$ cat src/rtl/cpu16_pkg.sv
// Shared CPU16 definitions: loader FSM states, frame start byte and instruction width.
package cpu16_pkg;

    typedef enum logic [2:0] {
        IDLE,
        LEN_HI,
        LEN_LO,
        DATA_HI,
        DATA_LO,
        CHECK,
        DONE,
        ERROR
    } loader_state_t;

    localparam logic [7:0] LOADER_MAGIC = 8'hA5;
    localparam int         INSTR_W      = 16;

endpackage

$ cat src/rtl/prog_loader.sv
// Framed byte-stream loader for the CPU16 instruction RAM: MAGIC, LEN (BE), 2*LEN payload
// bytes, CSUM. Holds the CPU in reset while loading and releases it on a good checksum.
module prog_loader
    import cpu16_pkg::*;
#(
    parameter int                ADDR_W    = 16,
    parameter int                DEPTH     = 1024,
    parameter logic [ADDR_W-1:0] BASE_ADDR = '0,
    parameter logic [7:0]        MAGIC     = LOADER_MAGIC
) (
    input  logic               clk,
    input  logic               rst,
    input  logic               in_valid,
    input  logic [7:0]         in_data,
    output logic               in_ready,
    output logic               mem_we,
    output logic [ADDR_W-1:0]  mem_addr,
    output logic [INSTR_W-1:0] mem_wdata,
    output logic               cpu_hold,
    output logic               done,
    output logic               error,
    output logic [15:0]        words_loaded
);

    localparam logic [31:0] DEPTH_L = 32'(DEPTH);

    loader_state_t      r_state;
    loader_state_t      w_state_next;
    logic               r_in_ready;
    logic               r_mem_we;
    logic [ADDR_W-1:0]  r_mem_addr;
    logic [INSTR_W-1:0] r_mem_wdata;
    logic               r_cpu_hold;
    logic               r_done;
    logic               r_error;
    logic [15:0]        r_words;
    logic [15:0]        r_len;
    logic [7:0]         r_len_hi;
    logic [7:0]         r_hi;
    logic [7:0]         r_csum;

    logic               w_accept;
    logic [15:0]        w_len_full;
    logic               w_len_too_big;
    logic [15:0]        w_words_inc;

    assign w_accept      = in_valid && r_in_ready;
    assign w_len_full    = {r_len_hi, in_data};
    assign w_len_too_big = 32'(w_len_full) > DEPTH_L;
    assign w_words_inc   = r_words + 16'd1;

    always_comb begin
        w_state_next = r_state;
        if (w_accept) begin
            case (r_state)
                IDLE, DONE, ERROR: if (in_data == MAGIC) w_state_next = LEN_HI;
                LEN_HI:            w_state_next = LEN_LO;
                LEN_LO: begin
                    if (w_len_too_big)            w_state_next = ERROR;
                    else if (w_len_full == 16'd0) w_state_next = CHECK;
                    else                          w_state_next = DATA_HI;
                end
                DATA_HI:           w_state_next = DATA_LO;
                DATA_LO:           w_state_next = (w_words_inc == r_len) ? CHECK : DATA_HI;
                CHECK:             w_state_next = (in_data == r_csum) ? DONE : ERROR;
                default:           w_state_next = IDLE;
            endcase
        end
    end

    always_ff @(posedge clk or posedge rst) begin
        if (rst) begin
            r_state     <= IDLE;
            r_in_ready  <= 1'b0;
            r_mem_we    <= 1'b0;
            r_mem_addr  <= BASE_ADDR;
            r_mem_wdata <= '0;
            r_cpu_hold  <= 1'b0;
            r_done      <= 1'b0;
            r_error     <= 1'b0;
            r_words     <= '0;
            r_len       <= '0;
            r_len_hi    <= '0;
            r_hi        <= '0;
            r_csum      <= '0;
        end else begin
            r_in_ready <= 1'b1;
            r_mem_we   <= 1'b0;
            r_state    <= w_state_next;
            if (w_accept) begin
                case (r_state)
                    IDLE, DONE, ERROR: begin
                        if (in_data == MAGIC) begin
                            r_cpu_hold <= 1'b1;
                            r_done     <= 1'b0;
                            r_error    <= 1'b0;
                            r_words    <= '0;
                            r_csum     <= '0;
                        end
                    end
                    LEN_HI: r_len_hi <= in_data;
                    LEN_LO: begin
                        r_len <= w_len_full;
                        if (w_len_too_big) r_error <= 1'b1;
                    end
                    DATA_HI: begin
                        r_hi   <= in_data;
                        r_csum <= r_csum + in_data;
                    end
                    // Word is committed on the cycle after its lo byte is accepted.
                    DATA_LO: begin
                        r_csum      <= r_csum + in_data;
                        r_mem_we    <= 1'b1;
                        r_mem_wdata <= {r_hi, in_data};
                        r_mem_addr  <= BASE_ADDR + ADDR_W'(r_words);
                        r_words     <= w_words_inc;
                    end
                    CHECK: begin
                        if (in_data == r_csum) begin
                            r_done     <= 1'b1;
                            r_cpu_hold <= 1'b0;
                        end else begin
                            r_error <= 1'b1;
                        end
                    end
                    default: ;
                endcase
            end
        end
    end

    assign in_ready     = r_in_ready;
    assign mem_we       = r_mem_we;
    assign mem_addr     = r_mem_addr;
    assign mem_wdata    = r_mem_wdata;
    assign cpu_hold     = r_cpu_hold;
    assign done         = r_done;
    assign error        = r_error;
    assign words_loaded = r_words;

endmodule
$ cat config.mk
export PLATFORM = sky130hd
export DESIGN_NAME = prog_loader
export DESIGN_NICKNAME = d
export VERILOG_FILES = /design/src/rtl/cpu16_pkg.sv /design/src/rtl/prog_loader.sv
export SDC_FILE = /design/constraint.sdc
export NUM_CORES = 1
export LEC_CHECK = 0
export CORE_ASPECT_RATIO = 0.8
export CORE_MARGIN = 10
export CORE_UTILIZATION = 44
export CTS_BUF_LIST = sky130_fd_sc_hd__clkbuf_8
export CTS_CLUSTER_SIZE = 28
export DETAILED_ROUTE_END_ITERATION = 16
export PLACE_DENSITY_LB_ADDON = 0.05
export SYNTH_ARGS = -nofsm -noshare
export SYNTH_HDL_FRONTEND = slang
export SYNTH_SLANG_ARGS = --single-unit
$ cat constraint.sdc
create_clock -name clk -period 4.4 [get_ports clk]
set_input_delay 1.32 -clock clk [delete_from_list [all_inputs] [get_ports clk]]
set_output_delay 1.32 -clock clk [all_outputs]
set_load 0.005 [all_outputs]
==> key figures <==
Floorplan
  – I/O Pins: 64
  – Initial Util: 44.9%
  – Die Width: 137 um
  – Core box area: 0.0108 sq mm
  – Die Y: 114 um
  – FP Rows: 34
  – Die area: 0.0157 sq mm

Timing
  – Hold Slack: 0.473 ns
  – Worst Tran Pin Value: 0.813 ns
  – Setup_tns: 0 ns
  – RSZ-0062 raised after global routing: no
  – Max-slew headroom at the worst pin: 45.8%
  – Endpoints failing setup: 0
  – Minimum clock period: 3.59 ns
  – Max Clock Freq: 0.279 GHz
  – Final hold vios: 0
  – Fin worst setup slack: 0.812 ns
  – Tcrit/Tclk final: 81.5%
  – Skew final: 0.0194 ns
  – Max-slew violations: 0

Pwr
  – Cell internal pwr: 1.96 mW
  – Worst VDD drop: 0.262 mV
  – P per Cell Area: 525 mW/mm^2
  – Lkg Pwr: 2.55 nW
  – Sw Share: 35.4%
  – Switch Pwr: 1.08 mW
  – Clock share of power: 19.1%
  – Combinational share of power: 34.9%
  – Seq pwr share: 46.0%

CTS
  – H-tree lvl count: 3
  – Worst-Skew Late Latency: 0.37 ns
  – TritonCTS clock tree: yes
  – Hold-fix buffers at CTS: 0
  – Clock transition at the registers of the reported paths: 0.09 ns
  – # Post-CTS Setup Buffers: 0
  – Num CTS Buffers: 9
  – Max clock buf depth: 2
  – Resize count post-CTS: 0
  – Total clock sinks: 96
  – CTS root buffer: clkbuf_8

Worst setup path
  – R2R depth: 7
  – RR Startpoint: words_loaded[0]
  – Slowest-stage cell, CP: clkdlybuf4s50_1
  – Crit path cell chain: clkdlybuf4s50_1, or4_4, or4_4, or4_4, a22oi_2, nand3_1, a2bb2oi_1
  – Critical path arrival: 3.84 ns
  – Crit start category: primary input
  – Worst Setup End Kind: flip-flop
  – Worst EP required: 4.65 ns
  – Reg2reg end: r_state[2]
  – CP max FO: 6
  – Most common cell on crit path: or4_4
  – Delay-heaviest family, CP: simple AND/OR/NAND/NOR gates
  – Number of buffers and inverters on the critical path: 1
  – Slowest cell delay on critical path: 0.56 ns
  – Critical path type: in2reg
  – Reg2Reg Setup Slack: 1.28 ns

Placement
  – Placed cell areas: 0.00560 sq mm
  – Buffers on Ports: 63
  – Place WS: 0.449 ns
  – Post-DP HPWL: 8990 um
  – Placer congestion estimate: 0.848

Global route
  – First-pass GRT wire length: 20900 um
  – GRT Overall Usage: 16.8%
  – Vias in the first global route: 3825
  – Grt ovf: 0
  – Antenna violations before repair: 0
  – Largest net degree at the start of global routing: 63

Final layout
  – Share of layout cells above drive strength 1: 11.2%
  – Post-route cell area: 0.00580 sq mm
  – ANT cells: 0
  – Nets: 578
  – Synthesis-to-finish area growth: 19.4%

Synth
  – Number of register bits inferred by synthesis: 96
  – Cell Area, Synth: 0.00485 sq mm
  – Ys flop type: dfrtp_1
  – Synth cell types: 56
  – Top-count cell post-synth: nand2_1
  – Seq/Total Area, Yosys: 49.5%
  – Cells after synthesis: 508
  – Largest area contributor in the netlist: dfrtp_1
  – Top post-synthesis cells by count: nand2_1 (120), dfrtp_1 (96), o21ai_0 (38)
  – Post-Syn Area per Cell: 9.55 sq um
  – Net Count, Synth: 528
  – Dominant cells by area after synthesis: dfrtp_1 (50%), nand2_1 (9.3%), mux2_2 (7.4%)
  – Synth Warn #: 0
  – Yosys top cell area share: 49.5%
  – Asr flop ratio synth: 100%
  – Post-synth EDFFs: 0

Routing
  – Vias: 3891
  – Drt first pass iters: 5
  – Via density: 5.50
  – Drt drc: 0
  – Routed WL: 12700 um
  – ANT nets after route: 0
  – Iter 0 DRT Violations: 336
  – Wire per inst: 17.9 um

Min path
  – Worst Hold End: mem_wdata[10]
  – Hold depth: 2
  – Hold Path Class: reg2reg
  – Hold wc startpoint: r_hi[2]

Run status
  – Status: complete, no violations

Flow run
  – Max Cap Viol: 0
## flip-flops by register name, summed over array words and instances, names as in the netlist
register,cells
cpu_hold,1
done,1
error,1
in_ready,1
mem_addr,16
mem_wdata,16
mem_we,1
r_csum,8
r_hi,8
r_len,16
r_len_hi,8
r_state,3
words_loaded,16
## worst max-delay path by stage
| stage | startpoint | endpoint | slack [ns] | cells after the start |
|---|---|---|---|---|
| after floorplan | rst | cpu_hold | 0.57 | 1 |
| after global placement | in_data[4] | r_state[1] | 0.52 | 7 |
| after detailed placement | in_data[4] | r_state[1] | 0.45 | 7 |
| after CTS | in_data[4] | r_state[1] | 0.84 | 7 |
| after global routing | in_data[4] | r_state[1] | 0.77 | 7 |
| final | in_data[4] | r_state[1] | 0.81 | 7 |
## worst register-to-register path: stages, from the launching register on
cell,delay (ns)
dfrtp_1,0.56
ha_1,0.34
nand3_1,0.38
nor3_1,0.35
mux2_2,0.38
a211o_1,0.23
or4_1,0.56
o21ai_0,0.22
## cell families (layout without fill, tap and decap cells)
logic type               Yosys count  after routing  share of synthesized area, %
XOR/XNOR                          26             26                          4.69
AO/OA/AOI/OAI                     98             98                          12.9
flip-flops                        96             96                          49.5
multiplexers                      33             33                          7.63
other                              1              1                        0.0773
buffers and inverters             42             97                          3.53
AND/OR/NAND/NOR                  203            203                          19.2
adder cells (fa/ha/maj)            9              9                          2.48
## stage by stage
step / std cells / total power, mW / utilization, %
after floorplan: 508 / 2.07 / -
after global placement: 691 / 2.46 / 51.8
after detailed placement: 691 / 2.48 / 51.8
after CTS: 707 / 3.07 / 53.6
after global routing: 707 / 3.27 / 53.6
final: 707 / 3.04 / 53.6
## power groups by stage
stage / clock network (mW) / logic [mW] / registers (mW)
3_5_place_dp: 0 / 1.06 / 1.42
5_1_grt: 0.642 / 1.18 / 1.45
6_report: 0.582 / 1.06 / 1.40
2_1_floorplan: 0 / 0.765 / 1.30
4_1_cts: 0.600 / 1.07 / 1.40
3_3_place_gp: 0 / 1.05 / 1.41
## final cells by class
type	count	area [sq um]
fill	1012	5010
sequential	96	2400
multi-input combinational	370	2280
timing repair buffer	70	696
tap	144	180
clock buffer	9	124
clock inverter	7	71.3
inverter	11	43.8
## placed cells by master (no fill, tap or decap), drive strengths merged, types with 3 or more instances in the layout
cell           netlist  layout
a21o                 3       3
a21oi               16      16
a22o                 6       6
a2bb2oi              3       3
and2                 3       3
buf                  9       7
clkbuf              22       9
clkdlybuf4s50        0      63
dfrtp               96      96
ha                   8       8
inv                 11      13
mux2                32      32
nand2              120     120
nand3               12      12
nand4               10      10
nor2                25      25
nor2b                5       5
nor3                 5       5
nor4                 4       4
o21a                 3       3
o21ai               39      39
o31ai                6       6
o41ai                3       3
or4                  5       5
xnor2               19      19
xor2                 7       7
## routing by layer
layer | part of all wire, % | up-vias | wire length (um) | track usage, %
met2 | 46 | 108 | 5860 | 25.5
met4 | 1.2 | 0 | 154 | 4.56
met1 | 46 | 1912 | 5890 | 23.5
met3 | 6.0 | 12 | 758 | 3.73
li1 | - | 1859 | - | -
met5 | 0 | - | 0 | 0
(Power assumes the default switching activity.)
